$ cat src/rtl/clct_position_refine_pkg.sv
// Shared constants, candidate record and eighth-strip clamp helpers for the CLCT position refiner.
package clct_position_refine_pkg;

    localparam int unsigned MXHSX   = 224;
    localparam int unsigned MXKEYB  = 8;
    localparam int unsigned MXPIDB  = 4;
    localparam int unsigned MXOFFSB = 4;
    localparam int unsigned MXBNDB  = 5;
    localparam int unsigned MXESB   = 10;
    localparam int unsigned MXDLY   = 3;
    localparam int unsigned MXCNTB  = 16;

    localparam int unsigned OFFS_ZERO = 7;
    localparam int unsigned PID_MAX   = 4;
    localparam int unsigned ES_MAX    = MXHSX * 4 - 1;

    // Two extra bits: one guard bit for key*4+15 overflow, one sign bit for offs < 7.
    localparam int unsigned ESRAWB = MXESB + 2;

    typedef struct packed {
        logic              valid;
        logic [MXKEYB-1:0] key;
        logic [MXPIDB-1:0] pid;
    } cand_t;

    // Read as unsigned, a negative raw value is larger than ES_MAX, so one compare covers both ends.
    function automatic logic es_out_of_range(input logic [ESRAWB-1:0] raw);
        return raw > ESRAWB'(ES_MAX);
    endfunction

    function automatic logic [MXESB-1:0] es_clamp(input logic [ESRAWB-1:0] raw);
        logic [MXESB-1:0] es;
        if (raw[ESRAWB-1]) begin
            es = '0;
        end else if (raw > ESRAWB'(ES_MAX)) begin
            es = MXESB'(ES_MAX);
        end else begin
            es = raw[MXESB-1:0];
        end
        return es;
    endfunction

endpackage

$ cat src/rtl/clct_position_refine_chan.sv
// One candidate channel: alignment delay line, eighth-strip refinement with edge clamp,
// output register and optional saturating clamp counter (CLCT_POS_CLAMP_CNT_EN).
module clct_pos_chan
    import clct_position_refine_pkg::*;
(
    input  logic               clock,
    input  logic               reset_n,
    input  logic [1:0]         lut_dly,
    input  logic               valid,
    input  logic [MXKEYB-1:0]  key,
    input  logic [MXPIDB-1:0]  pid,
    input  logic [MXOFFSB-1:0] offs,
    input  logic [MXBNDB-1:0]  bend,
    input  logic               cnt_clr,
    output logic               vld_out,
    output logic [MXKEYB-1:0]  key_out,
    output logic               qs_out,
    output logic               es_out,
    output logic [MXBNDB-1:0]  bend_out,
    output logic               pid_err,
    output logic [MXCNTB-1:0]  clamp_cnt
);

    cand_t cur;
    cand_t tap;
    cand_t line_q [MXDLY];

    assign cur = {valid, key, pid};

    always_ff @(posedge clock or negedge reset_n) begin
        if (!reset_n) begin
            for (int i = 0; i < int'(MXDLY); i++) begin
                line_q[i] <= '0;
            end
        end else begin
            line_q[0] <= cur;
            for (int i = 1; i < int'(MXDLY); i++) begin
                line_q[i] <= line_q[i-1];
            end
        end
    end

    // Tap follows lut_dly directly; entries already in the line are never flushed.
    always_comb begin
        tap = cur;
        unique case (lut_dly)
            2'd1:    tap = line_q[0];
            2'd2:    tap = line_q[1];
            2'd3:    tap = line_q[2];
            default: tap = cur;
        endcase
    end

    logic               pid_bad;
    logic [MXOFFSB-1:0] offs_eff;
    logic [ESRAWB-1:0]  es_raw;
    logic [MXESB-1:0]   es;
    logic               clamp;

    assign pid_bad  = tap.valid && (tap.pid > MXPIDB'(PID_MAX));
    assign offs_eff = pid_bad ? MXOFFSB'(OFFS_ZERO) : offs;
    assign es_raw   = {2'b00, tap.key, 2'b00} + ESRAWB'(offs_eff) - ESRAWB'(OFFS_ZERO);
    assign es       = es_clamp(es_raw);
    assign clamp    = tap.valid && es_out_of_range(es_raw);

    logic              vld_q;
    logic [MXKEYB-1:0] key_q;
    logic              qs_q;
    logic              es_q;
    logic [MXBNDB-1:0] bend_q;
    logic              perr_q;

    always_ff @(posedge clock or negedge reset_n) begin
        if (!reset_n) begin
            vld_q  <= 1'b0;
            key_q  <= '0;
            qs_q   <= 1'b0;
            es_q   <= 1'b0;
            bend_q <= '0;
            perr_q <= 1'b0;
        end else if (tap.valid) begin
            vld_q  <= 1'b1;
            key_q  <= es[MXESB-1:2];
            qs_q   <= es[1];
            es_q   <= es[0];
            bend_q <= pid_bad ? '0 : bend;
            perr_q <= pid_bad;
        end else begin
            vld_q  <= 1'b0;
            key_q  <= '0;
            qs_q   <= 1'b0;
            es_q   <= 1'b0;
            bend_q <= '0;
            perr_q <= 1'b0;
        end
    end

    assign vld_out  = vld_q;
    assign key_out  = key_q;
    assign qs_out   = qs_q;
    assign es_out   = es_q;
    assign bend_out = bend_q;
    assign pid_err  = perr_q;

`ifdef CLCT_POS_CLAMP_CNT_EN
    logic [MXCNTB-1:0] cnt_q;

    always_ff @(posedge clock or negedge reset_n) begin
        if (!reset_n) begin
            cnt_q <= '0;
        end else if (cnt_clr) begin
            cnt_q <= '0;
        end else if (clamp && (cnt_q != '1)) begin
            cnt_q <= cnt_q + 1'b1;
        end
    end

    assign clamp_cnt = cnt_q;
`else
    logic unused_cnt;

    assign unused_cnt = ^{cnt_clr, clamp};
    assign clamp_cnt  = '0;
`endif

endmodule

$ cat src/rtl/clct_position_refine.sv
// CLCT position refiner: aligns two candidates with their CCLUT offset/bend and registers the
// refined eighth-strip position. Clamp counters are built only with CLCT_POS_CLAMP_CNT_EN.
module clct_position_refine
    import clct_position_refine_pkg::*;
(
    input  logic               clock,
    input  logic               reset_n,
    input  logic [1:0]         lut_dly,
    input  logic               valid0,
    input  logic               valid1,
    input  logic [MXKEYB-1:0]  key0,
    input  logic [MXKEYB-1:0]  key1,
    input  logic [MXPIDB-1:0]  pid0,
    input  logic [MXPIDB-1:0]  pid1,
    input  logic [MXOFFSB-1:0] offs0,
    input  logic [MXOFFSB-1:0] offs1,
    input  logic [MXBNDB-1:0]  bend0,
    input  logic [MXBNDB-1:0]  bend1,
    input  logic               cnt_clr,
    output logic               vld_out0,
    output logic               vld_out1,
    output logic [MXKEYB-1:0]  key_out0,
    output logic [MXKEYB-1:0]  key_out1,
    output logic               qs_out0,
    output logic               qs_out1,
    output logic               es_out0,
    output logic               es_out1,
    output logic [MXBNDB-1:0]  bend_out0,
    output logic [MXBNDB-1:0]  bend_out1,
    output logic               pid_err0,
    output logic               pid_err1,
    output logic [MXCNTB-1:0]  clamp_cnt0,
    output logic [MXCNTB-1:0]  clamp_cnt1
);

    clct_pos_chan u_chan0 (
        .clock     (clock),
        .reset_n   (reset_n),
        .lut_dly   (lut_dly),
        .valid     (valid0),
        .key       (key0),
        .pid       (pid0),
        .offs      (offs0),
        .bend      (bend0),
        .cnt_clr   (cnt_clr),
        .vld_out   (vld_out0),
        .key_out   (key_out0),
        .qs_out    (qs_out0),
        .es_out    (es_out0),
        .bend_out  (bend_out0),
        .pid_err   (pid_err0),
        .clamp_cnt (clamp_cnt0)
    );

    clct_pos_chan u_chan1 (
        .clock     (clock),
        .reset_n   (reset_n),
        .lut_dly   (lut_dly),
        .valid     (valid1),
        .key       (key1),
        .pid       (pid1),
        .offs      (offs1),
        .bend      (bend1),
        .cnt_clr   (cnt_clr),
        .vld_out   (vld_out1),
        .key_out   (key_out1),
        .qs_out    (qs_out1),
        .es_out    (es_out1),
        .bend_out  (bend_out1),
        .pid_err   (pid_err1),
        .clamp_cnt (clamp_cnt1)
    );

endmodule

$ cat config.mk
export PLATFORM = sky130hd
export DESIGN_NAME = clct_position_refine
export DESIGN_NICKNAME = d
export VERILOG_FILES = /design/src/rtl/clct_position_refine_pkg.sv /design/src/rtl/clct_position_refine_chan.sv /design/src/rtl/clct_position_refine.sv
export SDC_FILE = /design/constraint.sdc
export NUM_CORES = 1
export LEC_CHECK = 0
export ABC_AREA = 1
export CAP_MARGIN = 20
export CORE_MARGIN = 4
export CORE_UTILIZATION = 53
export CTS_BUF_LIST = sky130_fd_sc_hd__clkbuf_4
export DETAILED_ROUTE_END_ITERATION = 12
export DONT_BUFFER_PORTS = 1
export PLACE_DENSITY = 0.76
export SYNTH_ARGS = -nofsm -noshare
export SYNTH_HDL_FRONTEND = slang
export SYNTH_SLANG_ARGS = --single-unit
$ cat constraint.sdc
create_clock -name clock -period 3.74 [get_ports clock]
set_input_delay 0.748 -clock clock [delete_from_list [all_inputs] [get_ports clock]]
set_output_delay 0.748 -clock clock [all_outputs]
set_load 0.01 [all_outputs]
==> key figures <==
Power
  • Power Dens Cells: 437 nW/um^2
  • Post-layout power: 2.50 mW
  • Worst vdd ir: 0.281 mV
  • Leak Pwr: 3.06 nW

Setup path
  • Critical Path AT: 3.70 ns
  • Crit-path leading delay family: simple AND/OR/NAND/NOR gates
  • Startpoint Class: input pin
  • Slowest CP cell: fa_1
  • Max incr delay on CP: 0.41 ns
  • Setup crit end kind: flip-flop
  • Worst path bufs/invs: 5
  • Critical path class: input pin to flip-flop
  • Worst r2r path cells: 24
  • Crit Path Max Fanout: 10
  • CP most frequent cell: nand2_1
  • CP Data Required Time: 4.13 ns
  • Levels on crit path: 25

Global route
  • GRT Total Usage: 19.1%
  • Met3 GRT Util: 5.36%
  • GR Util met1: 23.5%
  • Vias in the first global route: 3979
  • Global route overflow: 0
  • Initial antenna violation count: 0
  • Grt peak-use layer: met2
  • Met2 GRT Util: 32.0%
  • Largest net degree at the start of global routing: 113
  • First-pass GRT wire length: 18100 um

Synth
  • Synth Instances: 632
  • Mapped Area: 5520 um^2
  • Syn_area_per_cell: 8.73 um^2
  • Distinct cell type count after synthesis: 34
  • Async S/R FF share, synth: 100%
  • Synth warn: 0
  • Synth Register Bits: 112
  • Prevailing post-synth register cell: dfrtp_1
  • Sequential share of the synthesized area: 50.8%
  • EDFF count, synth: 0

Timing
  • Final worst path period share: 88.4%
  • Worst-Margin Slew: 0.600 ns
  • Hold Fails Final Rpt: 0
  • Post-Route Skew: 0.0246 ns
  • Worst hold slack: 0.0856 ns
  • # setup viols final: 0
  • Setup_tns: 0 ns
  • Max_slew headroom: 60.0%
  • Fmax: 302 MHz
  • Crit path time final: 3.31 ns
  • Final Max Slew Viols: 0
  • RSZ-0062 raised after global routing: no

Clock tree
  • Clock Sink Count: 112
  • CTS max path bufs: 2
  • # resized after CTS: 0
  • Clk_lat worst skew: 0.50 ns
  • CTS tree: yes
  • Clock H-tree levels: 3
  • Clock transition at path regs: 0.20 ns
  • Post CTS Setup Buffer Count: 0
  • Hold_buf cts: 1
  • Clk root buf: clkbuf_4
  • Num CTS Buffers: 9

Layout
  • Final net count: 704
  • Diodes inserted: 0
  • Final Non-Filler Cells: 783
  • Area Overhead vs Synth: 3.81%
  • Share of post-route cells with drive strength above 1: 16.3%
  • Fill cell count: 873

Floorplanning
  • CORE AREA: 9950 um^2
  • Die ar.: 12100 um^2
  • Die X: 110 um
  • Die H: 110 um
  • Boundary pin count: 115
  • # rows: 36
  • Starting Density: 55.4%

Place
  • Placed insts: 766
  • Detail Placement HPWL: 7780 um
  • Number of port buffers: 0
  • Gpl congestion: 0.859

Detailed routing
  • Detailed Route WL: 10500 um
  • Post-route ant nets: 0
  • 1st-pass router iterations: 4
  • # DRC: 0
  • Via/cell ratio: 4.95
  • Via count: 3877
  • Initial drt markers: 178
  • Wire per inst: 13.5 um

Outcome
  • Status: finished, final reports clean

Job
  • Max cap viols: 0

Min path
  • Worst min path class: input pin to asynchronous set/reset pin
## sequential cells by signal (all words and copies together), names as in the netlist
register / count
u_chan0.line_q: 39
u_chan1.line_q: 39
u_chan0.key_out: 8
u_chan1.key_out: 8
u_chan0.bend_out: 5
u_chan1.bend_out: 5
u_chan0.es_out: 1
u_chan0.pid_err: 1
u_chan0.qs_out: 1
u_chan0.vld_out: 1
u_chan1.es_out: 1
u_chan1.pid_err: 1
u_chan1.qs_out: 1
u_chan1.vld_out: 1
## cell usage after synthesis (2+ instances only)
cell | n | share of area [%]
nor2_4 | 12 | 2.4
o21a_1 | 2 | 0.27
inv_1 | 72 | 4.9
buf_4 | 37 | 5.0
dfrtp_1 | 112 | 51
inv_2 | 12 | 0.82
or2_4 | 3 | 0.48
o21ai_0 | 21 | 1.9
nand2_4 | 3 | 0.61
or2_2 | 3 | 0.34
nand4_1 | 9 | 1.0
ha_1 | 8 | 1.8
xor2_1 | 4 | 0.63
xnor2_1 | 2 | 0.32
nand2_1 | 156 | 11
a221oi_1 | 3 | 0.48
fa_1 | 2 | 0.73
nand3_2 | 9 | 1.6
buf_6 | 4 | 0.82
nor2_1 | 41 | 2.8
or2_1 | 5 | 0.57
nand3_1 | 63 | 5.7
nor2_2 | 13 | 1.5
o21ai_1 | 5 | 0.45
nand2_2 | 18 | 2.0
a21oi_1 | 5 | 0.45
## per-layer routing
| layer | wire length, um | up-vias |
|---|---|---|
| met4 | 191 | 0 |
| met5 | 0 | - |
| li1 | - | 1925 |
| met3 | 699 | 18 |
| met2 | 5320 | 101 |
| met1 | 4330 | 1833 |
## kinds of logic after synthesis
kind of cell | synth area share (%)
other | 0.0679
AND/OR/NAND/NOR | 29.9
buffers and inverters | 11.7
XOR/XNOR | 0.952
adder cells (fa/ha/maj) | 2.54
AO/OA/AOI/OAI | 3.99
flip-flops | 50.8
## layout make-up
type | instances | area, um^2 | share of cell area (%)
inverter | 85 | 320 | 5.59
tap | 133 | 166 | 2.90
multi-input combinational | 424 | 2190 | 38.2
clock buffer | 10 | 75.1 | 1.31
sequential | 112 | 2800 | 48.9
timing repair buffer | 13 | 118 | 2.05
clock inverter | 6 | 57.6 | 1.00
## per-stage QoR
stage               cell area [um^2]  utilization [%]  setup WS, ns
floorplan                       5640                -       0.00750
global placement                5570             55.9        0.0985
detailed placement              5570             55.9       -0.0734
CTS                             5730             57.6         0.456
global route                    5730             57.6        0.0328
finish                          5730             57.6         0.433
## worst reg2reg max path, cell delays in order, from the launching register on
cell     delay, ns
dfrtp_1       0.39
nand3_1       0.09
nand3_1       0.15
nor2_4        0.07
nor2_1        0.12
nand2_2       0.11
inv_2         0.07
or2_2         0.10
ha_1          0.16
inv_1         0.05
fa_1          0.41
inv_1         0.17
nand3_2       0.14
nor2_2        0.15
nand2_1       0.07
nand2_1       0.11
nand3_1       0.09
nor2_2        0.15
nand2_1       0.07
nand2_1       0.06
nand2_1       0.07
nand2_2       0.15
nand3_1       0.10
nand2_1       0.07
inv_1         0.04
## cells in the final DEF (no fill, tap or decap), drive strengths merged
master,instances
xor2,4
or2,12
a21o,1
nand2,177
a21oi,5
conb,32
o21a,2
nand3,72
ha,8
clkinv,3
xnor2,2
inv,88
fa,2
nand4,9
clkbuf,10
and3,1
o21bai,1
dfrtp,112
buf,13
nor2,66
o21ai,27
a221oi,3
## power breakdown
part	total (mW)	internal (mW)	leakage, nW	switching, mW
clock network	0.594	0.161	0.0754	0.433
registers	1.38	1.31	1.35	0.0691
logic	0.532	0.183	1.63	0.349
## final timing paths
kind | startpoint | end | slack, ns
worst max register to register | u_chan0.line_q[38]$_DFF_PN0_ | u_chan0.qs_out$_DFF_PN0_ | 0.48
max in group asynchronous | reset_n | u_chan0.line_q[27]$_DFF_PN0_ | 3.11
min in group clock | pid1[1] | u_chan1.line_q[27]$_DFF_PN0_ | 0.24
worst max-delay path | lut_dly[1] | u_chan0.qs_out$_DFF_PN0_ | 0.43
worst min register to register | u_chan1.line_q[25]$_DFF_PN0_ | u_chan1.line_q[12]$_DFF_PN0_ | 0.38
worst min-delay path | reset_n | u_chan1.bend_out[1]$_DFF_PN0_ | 0.09
(Power assumes the default switching activity.)
